===== src/rtl/jug_fltcfm_if.sv =====
// Bus bundle for jug_fltcfm: comparator sample inputs, channel control and
// the fault-confirmation status outputs.
// master: the side that drives samples/control (comparator + control regs).
// slave : the fault-confirmation block.
interface jug_fltcfm_if #(
    parameter int EVT_W = 16
);
    logic             chn_en;
    logic             jug_vld;
    logic             jug_result;
    logic             flt_clr;
    logic             flt_flag;
    logic             flt_pulse;
    logic [EVT_W-1:0] flt_cnt;
    logic [1:0]       flt_sta;

    modport master (
        output chn_en, jug_vld, jug_result, flt_clr,
        input  flt_flag, flt_pulse, flt_cnt, flt_sta
    );

    modport slave (
        input  chn_en, jug_vld, jug_result, flt_clr,
        output flt_flag, flt_pulse, flt_cnt, flt_sta
    );
endinterface


===== src/rtl/jug_fltcfm.sv =====
// Fault confirmation for one AI channel: debounces the per-sample over-limit
// result into a confirmed fault flag with separate confirm/recover run lengths,
// and counts confirmations in a saturating event counter.
// Build option FLT_LATCH_EN: a confirmed fault stays latched until flt_clr is
// given together with a valid in-limit sample (RECOVER is then unreachable).
//
// state      | meaning
// -----------+----------------------------------------------------------
// ST_NORMAL  | no fault, last valid sample in limit
// ST_SUSPECT | run of over-limit samples in progress, not yet confirmed
// ST_FAULT   | fault confirmed, flt_flag high
// ST_RECOVER | run of in-limit samples in progress, flt_flag still high
module jug_fltcfm #(
    parameter int CFM_CNT = 8,
    parameter int RCV_CNT = 16,
    parameter int EVT_W   = 16
) (
    input logic          clk_sys,
    input logic          rst_sys,
    jug_fltcfm_if.slave  bus
);

    typedef enum logic [1:0] {
        ST_NORMAL  = 2'd0,
        ST_SUSPECT = 2'd1,
        ST_FAULT   = 2'd2,
        ST_RECOVER = 2'd3
    } state_t;

    // Run counter compares are done one bit wider so cnt+1 can never wrap.
    localparam logic [8:0] CFM_L = 9'(CFM_CNT);
    localparam logic [8:0] RCV_L = 9'(RCV_CNT);

    state_t           state_q, state_d;
    logic [7:0]       cnt_q, cnt_d;
    logic             flag_q, flag_d;
    logic             pulse_q, pulse_d;
    logic [EVT_W-1:0] evt_q, evt_d;
    logic [8:0]       cnt_inc;
    logic             confirm;

    assign cnt_inc = {1'b0, cnt_q} + 9'd1;

    // Next state, run counter, event counter and registered output values.
    always_comb begin
        state_d = state_q;
        cnt_d   = cnt_q;
        evt_d   = evt_q;
        confirm = 1'b0;
        if (!bus.chn_en) begin
            // Disabled channel: idle, but keep the event history.
            state_d = ST_NORMAL;
            cnt_d   = 8'd0;
        end else begin
            if (bus.jug_vld) begin
                case (state_q)
                    ST_NORMAL: begin
                        if (bus.jug_result) begin
                            state_d = ST_SUSPECT;
                            cnt_d   = 8'd1;
                        end else begin
                            cnt_d   = 8'd0;
                        end
                    end
                    ST_SUSPECT: begin
                        if (bus.jug_result) begin
                            if (cnt_inc == CFM_L) begin
                                state_d = ST_FAULT;
                                cnt_d   = 8'd0;
                                confirm = 1'b1;
                            end else begin
                                cnt_d   = cnt_inc[7:0];
                            end
                        end else begin
                            state_d = ST_NORMAL;
                            cnt_d   = 8'd0;
                        end
                    end
                    ST_FAULT: begin
`ifdef FLT_LATCH_EN
                        if (!bus.jug_result && bus.flt_clr) begin
                            state_d = ST_NORMAL;
                            cnt_d   = 8'd0;
                        end
`else
                        if (!bus.jug_result) begin
                            state_d = ST_RECOVER;
                            cnt_d   = 8'd1;
                        end
`endif
                    end
                    ST_RECOVER: begin
                        if (!bus.jug_result) begin
                            if (cnt_inc == RCV_L) begin
                                state_d = ST_NORMAL;
                                cnt_d   = 8'd0;
                            end else begin
                                cnt_d   = cnt_inc[7:0];
                            end
                        end else begin
                            // Relapse: back to FAULT without a new confirmation.
                            state_d = ST_FAULT;
                            cnt_d   = 8'd0;
                        end
                    end
                    default: begin
                        state_d = ST_NORMAL;
                        cnt_d   = 8'd0;
                    end
                endcase
            end
            if (bus.flt_clr) begin
                evt_d = '0;
            end
            // A confirmation in the clear cycle counts after the clear.
            if (confirm) begin
                if (bus.flt_clr) begin
                    evt_d = EVT_W'(1);
                end else if (!(&evt_q)) begin
                    evt_d = evt_q + EVT_W'(1);
                end
            end
        end
        flag_d  = (state_d == ST_FAULT) || (state_d == ST_RECOVER);
        pulse_d = confirm;
    end

    // State and output registers with synchronous reset.
    always_ff @(posedge clk_sys) begin
        if (rst_sys) begin
            state_q <= ST_NORMAL;
            cnt_q   <= 8'd0;
            flag_q  <= 1'b0;
            pulse_q <= 1'b0;
            evt_q   <= '0;
        end else begin
            state_q <= state_d;
            cnt_q   <= cnt_d;
            flag_q  <= flag_d;
            pulse_q <= pulse_d;
            evt_q   <= evt_d;
        end
    end

    assign bus.flt_flag  = flag_q;
    assign bus.flt_pulse = pulse_q;
    assign bus.flt_cnt   = evt_q;
    assign bus.flt_sta   = state_q;

endmodule


===== src/flat_wrapper.sv =====
// flat-port wrapper written by rule: the top's interface ports become plain ports
module jug_fltcfm_flat 
#(
    parameter int CFM_CNT = 8,
    parameter int RCV_CNT = 16,
    parameter int EVT_W   = 16
)
  (clk_sys, rst_sys, bus_chn_en, bus_jug_vld, bus_jug_result, bus_flt_clr, bus_flt_flag, bus_flt_pulse, bus_flt_cnt, bus_flt_sta);
  jug_fltcfm_if #(.EVT_W(EVT_W)) bus_i ();
  input logic clk_sys;
  input logic rst_sys;
  input wire logic [$bits(bus_i.chn_en)-1:0] bus_chn_en;
  input wire logic [$bits(bus_i.jug_vld)-1:0] bus_jug_vld;
  input wire logic [$bits(bus_i.jug_result)-1:0] bus_jug_result;
  input wire logic [$bits(bus_i.flt_clr)-1:0] bus_flt_clr;
  output wire logic [$bits(bus_i.flt_flag)-1:0] bus_flt_flag;
  output wire logic [$bits(bus_i.flt_pulse)-1:0] bus_flt_pulse;
  output wire logic [$bits(bus_i.flt_cnt)-1:0] bus_flt_cnt;
  output wire logic [$bits(bus_i.flt_sta)-1:0] bus_flt_sta;
  assign bus_i.chn_en = bus_chn_en;
  assign bus_i.jug_vld = bus_jug_vld;
  assign bus_i.jug_result = bus_jug_result;
  assign bus_i.flt_clr = bus_flt_clr;
  assign bus_flt_flag = bus_i.flt_flag;
  assign bus_flt_pulse = bus_i.flt_pulse;
  assign bus_flt_cnt = bus_i.flt_cnt;
  assign bus_flt_sta = bus_i.flt_sta;
  jug_fltcfm #(.CFM_CNT(CFM_CNT), .RCV_CNT(RCV_CNT), .EVT_W(EVT_W)) u_core (.clk_sys(clk_sys), .rst_sys(rst_sys), .bus(bus_i));
endmodule

===== config.mk =====
export PLATFORM = sky130hd
export DESIGN_NAME = jug_fltcfm_flat
export DESIGN_NICKNAME = d
export VERILOG_FILES = /design/src/rtl/jug_fltcfm_if.sv /design/src/rtl/jug_fltcfm.sv /design/src/flat_wrapper.sv
export SDC_FILE = /design/constraint.sdc
export NUM_CORES = 1
export LEC_CHECK = 0
export BUFFER_PORTS_ARGS = -buffer_cell sky130_fd_sc_hd__buf_2
export CAP_MARGIN = 0
export CORE_MARGIN = 1.5
export CORE_UTILIZATION = 50
export CTS_CLUSTER_DIAMETER = 50
export DETAILED_ROUTE_END_ITERATION = 8
export PLACE_DENSITY = 0.84
export SETUP_SLACK_MARGIN = 0.4
export SYNTH_ARGS = -nofsm -noshare
export SYNTH_HDL_FRONTEND = slang
export SYNTH_SLANG_ARGS = --single-unit

===== constraint.sdc =====
create_clock -name clk_sys -period 4.85 [get_ports clk_sys]
set_clock_uncertainty 0.2 [all_clocks]
set_input_delay 0.97 -clock clk_sys [delete_from_list [all_inputs] [get_ports clk_sys]]
set_output_delay 0.97 -clock clk_sys [all_outputs]
set_load 0.1 [all_outputs]

==> results_dict.tcl, run 1 <==
set metrics [dict create \
    status "complete, no violations" \
    pin_count_of_the_biggest_net_entering_global_routing 17 \
    wire_length_of_the_first_global_routing_pass_um 6020 \
    slew-limit-headroom_pct 48.9 \
    total_cts_buffers 3 \
    mostFrequentLayoutCell "dfxtp_1" \
    filler_cell_count 281 \
    synth_xor_xnor_area_share_pct 4.94 \
    synth_simple_gate_area_share_pct 30.9 \
    number_of_enable_flip_flop_cells_after_synthesis 0 \
    setup_total_negative_slack_ns 0 \
    tritoncts_clock_tree "built" \
    gpl.final_weighted_congestion 0.836 \
    cts.clk_slew.worst_paths_ns 0.16 \
    timing.final.setup_violations 0 \
    drive_gt1_share_pct 17.8 \
    postCtsHoldBufs 0 \
    synth_nets 202 \
    cts-htree-levels 1 \
    worst_pin_slew_ns 0.763 \
    cts_post_setup_buffers_inserted 0 \
    max_cap_violations 0 \
    final_clock_period_utilization_by_the_worst_path_pct 61.2 \
    routed-via-count 1535 \
    drt_first_iter_violations 101 \
    flip_flop_and_latch_count_after_synthesis 28 \
    sinks_on_the_clock_net 28 \
    fin_crit_ns 2.97 \
    globalRouteTotalUtil_pct 21.5 \
    multi_input_comb_area_sq_um 968 \
    syn2layout_area_growth_pct 11.3 \
    placeableCoreArea_sq_um 3050 \
    crit_fanout 9 \
    proportion_of_synthesized_area_in_mux_cells_pct 0 \
    post_syn_instances 193 \
    fp.dieArea_sq_um 3540 \
    rsz0062_at_grt "false" \
    synth_top_family_by_area "simple AND/OR/NAND/NOR gates" \
    rows 20 \
    post_synth_instance_area_sq_um 1600 \
    vdd_ir_drop_max_mv 0.0988 \
    antenna_found_initial 0 \
    synth_area_in_compound_gates_pct 22.5 \
    final.hold.worst_slack_ns 0.307 \
    placed_cell_area_sq_um 1720 \
    drt_first_pass_iters 4 \
    clock.fmax_mhz 337 \
    syn_avg_cell_area_sq_um 8.27 \
    routed_wl_um 3540 \
    ys_seq_area_share_pct 35.1 \
    grt_pass1_vias 1339 \
    detail_route.wl_per_cell_um 13.8 \
    timing.setup.critical_path_class "reg2reg" \
    globalRouteOverflowTotal 0 \
    hold_violation_total_from_the_final_report 0 \
    ios 26 \
    die_x_um 59.5 \
    antennaDiodeCount 0 \
    pins_over_their_slew_limit 0 \
    cts_buffer_depth 2 \
    final_cell_mix "dfxtp_1 (28), buf_2 (25), a21oi_1 (17)" \
    hp-class "reg2reg" \
    synthAdderAreaFrac_pct 2.35 \
    die_h_um 59.5 \
    timing.critical_path.to_type "flop" \
    cts-resized-gates 0 \
    final_design_area_no_fill_sq_um 1780 \
    ys.flop_type "dfxtp_1" \
    vias_per_cell 5.97 \
    async_reset_ff_share_pct 0 \
    drtAntennaViolNets 0 \
    clock_insertion_delay_worst_skew_ns 0.33 \
    start_util_pct 52.3 \
    cts_root_buf "clkbuf_4" \
    power.density_nw_per_um2 229 \
    port_buffers 25 \
    ff_latch_area_sq_um 561 \
    dpl.hpwl_um 2500 \
    setup.worst_path.start_class "flop" \
    ys_types 44 \
    critPathArrivalTime_ns 3.01 \
    ys.warnings.count 0 \
    nets_final 223 \
    crit_required_ns 4.89 \
    drc 0 \
    p_leak_nw 0.650 \
]
## final timing paths
check,slack [ns],end,startpoint,depth (start not counted)
setup / recovery,1.88,u_core.cnt_q[6],u_core.cnt_q[0],7
hold / removal,0.31,u_core.bus.flt_cnt[10],u_core.bus.flt_cnt[10],2
setup reg to reg,1.88,u_core.cnt_q[6],u_core.cnt_q[0],7
hold reg to reg,0.31,u_core.bus.flt_cnt[10],u_core.bus.flt_cnt[10],2
## routing by layer
metal | vias to the layer above | part of all wire, % | global-route usage [%]
met4 | 0 | 0.28 | 7.62
met1 | 717 | 51 | 32.8
met2 | 49 | 44 | 31.2
met3 | 2 | 4.0 | 1.97
met5 | - | 0 | 0
li1 | 767 | - | -
## critical path: stages (launching register included)
cell and delay (ns):
dfxtp_1 0.46, ha_1 0.33, xor2_1 0.13, or4b_2 0.66, nor3_1 0.35, a2bb2oi_2 0.37
nor4_1 0.11, a211o_1 0.27
## synth_stat cells, drive strengths merged (5+ instances only)
cell | number | share of area [%]
dfxtp | 28 | 35
nor2 | 14 | 3.3
nor4 | 5 | 2.0
or3 | 8 | 3.1
nand2 | 13 | 3.2
nand3 | 14 | 4.7
xor2 | 8 | 4.4
a21oi | 17 | 5.3
o21ai | 8 | 2.5
nand4 | 9 | 3.5
buf | 6 | 2.6
## power by group
part | switching [mW] | total [mW] | internal (mW)
clock network | 0.0711 | 0.155 | 0.0836
logic | 0.0153 | 0.0209 | 0.00552
registers | 0.00136 | 0.232 | 0.231
total | 0.0878 | 0.408 | 0.320
## logic make-up (layout without fill, tap and decap cells)
logic type	count (synthesis)	in the layout
adder cells (fa/ha/maj)	3	3
AO/OA/AOI/OAI	52	52
AND/OR/NAND/NOR	88	88
flip-flops	28	28
XOR/XNOR	9	9
buffers and inverters	13	33
## state kept, by name (all words and copies together) (netlist names)
signal	flops
u_core.bus.flt_cnt	16
u_core.bus.flt_flag	1
u_core.bus.flt_pulse	1
u_core.bus.flt_sta	2
u_core.cnt_q	8
## area by class of cell
type	instances	share of cell area [%]
inverter	4	0.845
multi-input combinational	152	54.5
clock buffer	3	1.27
sequential	28	31.5
timing repair buffer	25	7.04
tap	44	3.10
clock inverter	1	1.69
## through the flow
step | utilization [%] | setup slack, ns | std cells | total power, mW
3_5_place_dp | 56.5 | 1.92 | 253 | 0.258
3_3_place_gp | 56.5 | 2.00 | 253 | 0.258
2_1_floorplan | - | 1.77 | 193 | 0.252
6_report | 58.2 | 1.88 | 257 | 0.408
4_1_cts | 58.2 | 1.91 | 257 | 0.412
5_1_grt | 58.2 | 1.70 | 257 | 0.427
Note: power is estimated with default switching activity, not from simulation.
==> run 2: changes to the inputs <==
PLACE_DENSITY = 0.87   (was 0.84)
clock period = 2.5 ns   (was 4.85 ns; I/O delays follow)
==> run 2 against run 1 <==
Against the previous run: the flow now finishes with violations (negative setup slack); clock power up 75%; critical path depth grew 1; utilization up 14 points; sequential share of layout area shrank 4.7 points; setup slack worse by 1.9 ns; register-to-register slack got worse by 1.9 ns; sequential cell count stayed put; sequential power increased by 93%; global-route usage grew 5.6 points; via count grew 16%.
==> results_dict.tcl, run 2 (same netlist as run 1, synthesis figures left out) <==
set metrics [dict create \
    drive_gt1_share_pct 44.0 \
    worst_pin_slew_ns 0.570 \
    ios 26 \
    drt_first_iter_violations 135 \
    drc 0 \
    routed_wl_um 4950 \
    cp.buffers_inverters 1 \
    cellInternalPower_mw 0.586 \
    power.density_nw_per_um2 355 \
    timing.critical_path.to_type "flop" \
    status "complete, but fails checks" \
    cts_root_buf "clkbuf_4" \
    power.share.clock_pct 34.8 \
    total_cts_buffers 3 \
    cell_family_with_most_cp_delay "simple AND/OR/NAND/NOR gates" \
    die_h_um 59.5 \
    rsz0062_at_grt "true" \
    crit_path_top_delay_cell "or4_4" \
    combinational_power_share_pct 7.9 \
    timing.setup.critical_path_class "reg2reg" \
    nets_final 242 \
    clock.fmax_mhz 398 \
    cells_on_worst_hold_path 2 \
    mostFrequentLayoutCell "buf_2" \
    fin_crit_ns 2.52 \
    p_leak_nw 0.786 \
    clock_insertion_delay_worst_skew_ns 0.35 \
    seq_power_share_pct 57.3 \
    instances_no_fill 276 \
    failing_checks "negative setup slack" \
    reg2reg_depth 8 \
    sinks_on_the_clock_net 28 \
    cts.clk_slew.worst_paths_ns 0.16 \
    cts_buffer_depth 2 \
    critPathArrivalTime_ns 2.60 \
    syn2layout_area_growth_pct 37.4 \
    globalRouteOverflowTotal 0 \
    timing.critical_path.cells "ha_4, xor2_2, or4_4, a221oi_4, buf_6, nand3_4, or3_4, a21oi_2" \
    slowest_delay_ns 0.45 \
    timing.final.setup_violations 3 \
    globalRouteTotalUtil_pct 27.2 \
    cts-htree-levels 1 \
    reg2reg_slack_ns -0.02 \
    hold_violation_total_from_the_final_report 0 \
    pins_over_their_slew_limit 0 \
    port_buffers 25 \
    vdd_ir_drop_max_mv 0.276 \
    routed-via-count 1783 \
    drt_first_pass_iters 4 \
    tritoncts_clock_tree "built" \
    hp-class "in2reg" \
    antenna_found_initial 0 \
    dpl.hpwl_um 2790 \
    grt_pass1_vias 1542 \
    fp.dieArea_sq_um 3540 \
    crit_fanout 6 \
    start_util_pct 52.3 \
    placeableCoreArea_sq_um 3050 \
    power_switching_share_pct 24.9 \
    crit_required_ns 2.59 \
    pin_count_of_the_biggest_net_entering_global_routing 17 \
    final_clock_period_utilization_by_the_worst_path_pct 101 \
    max_cap_violations 0 \
    gpl.final_weighted_congestion 0.908 \
    largest_register_ffs 16 \
    drtAntennaViolNets 0 \
    setup.worst_path.start_class "flop" \
    power_switching_mw 0.194 \
    final_cell_mix "buf_2 (25), nor2_1 (13), buf_4 (13), dfxtp_2 (13)" \
    detail_route.wl_per_cell_um 17.9 \
    place_inst 260 \
    final.hold.worst_slack_ns 0.141 \
    die_x_um 59.5 \
    vias_per_cell 6.46 \
    wire_length_of_the_first_global_routing_pass_um 7350 \
    timing.critical_path.depth 8 \
    postCtsHoldBufs 0 \
    final_core_utilization_pct 71.8 \
    antennaDiodeCount 0 \
    timing.final.ws_setup_ns -0.0156 \
    rows 20 \
    setup_total_negative_slack_ns -0.0344 \
    slew-limit-headroom_pct 62.0 \
]
## run 2: layout make-up
class	count	area [sq um]
multi-input combinational	154	1210
fill	219	860
sequential	28	588
timing repair buffer	42	277
tap	44	55.1
clock buffer	4	47.5
inverter	4	15.0
## run 2: worst reg2reg max path, delay by kind of cell, from the launching register on
family | cells | cell delay (ns)
XOR/XNOR | 1 | 0.16
AND/OR/NAND/NOR | 3 | 0.93
AO/OA/AOI/OAI | 2 | 0.39
buffers and inverters | 1 | 0.19
flip-flops | 1 | 0.40
adder cells (fa/ha/maj) | 1 | 0.18
## run 2: per-stage QoR
step	cell area [sq um]	setup slack (ns)	total power, mW
floorplan	1670	-0.0598	0.489
global placement	1840	0.0823	0.505
detailed placement	1840	0.00305	0.505
CTS	2080	0.0985	0.767
global route	2190	-0.0584	0.794
finish	2190	-0.0156	0.780
## run 2: final timing paths
| kind | start | to |
|---|---|---|
| max reg2reg | u_core.cnt_q[0] | u_core.bus.flt_cnt[5] |
| max | u_core.cnt_q[0] | u_core.bus.flt_cnt[5] |
| min reg2reg | u_core.bus.flt_cnt[5] | u_core.bus.flt_cnt[5] |
| min | rst_sys | u_core.bus.flt_cnt[1] |
## run 2: metal layers
layer | up-vias | part of all wire [%] | wire length [um] | GRT usage, %
li1 | 809 | - | - | -
met1 | 839 | 41 | 2030 | 38.2
met2 | 116 | 47 | 2330 | 43.6
met3 | 19 | 9.0 | 446 | 2.62
met4 | 0 | 2.7 | 133 | 8.89
met5 | - | 0 | 0 | 0
## run 2: what timing repair did
item | in CTS | in global routing
setup endpoints to repair | 28 | 28
resized for setup | 19 | 23
pin swaps | 14 | 10
gates cloned | 2 | 0
setup buffers | 7 | 3
## run 2: power by group through the flow
stage               clock, mW  sequential, mW  combinational [mW]
CTS                     0.266           0.447              0.0539
floorplan                   0           0.461              0.0280
finish                  0.271           0.447              0.0617
detailed placement          0           0.458              0.0475
global route            0.283           0.447              0.0644
global placement            0           0.458              0.0473
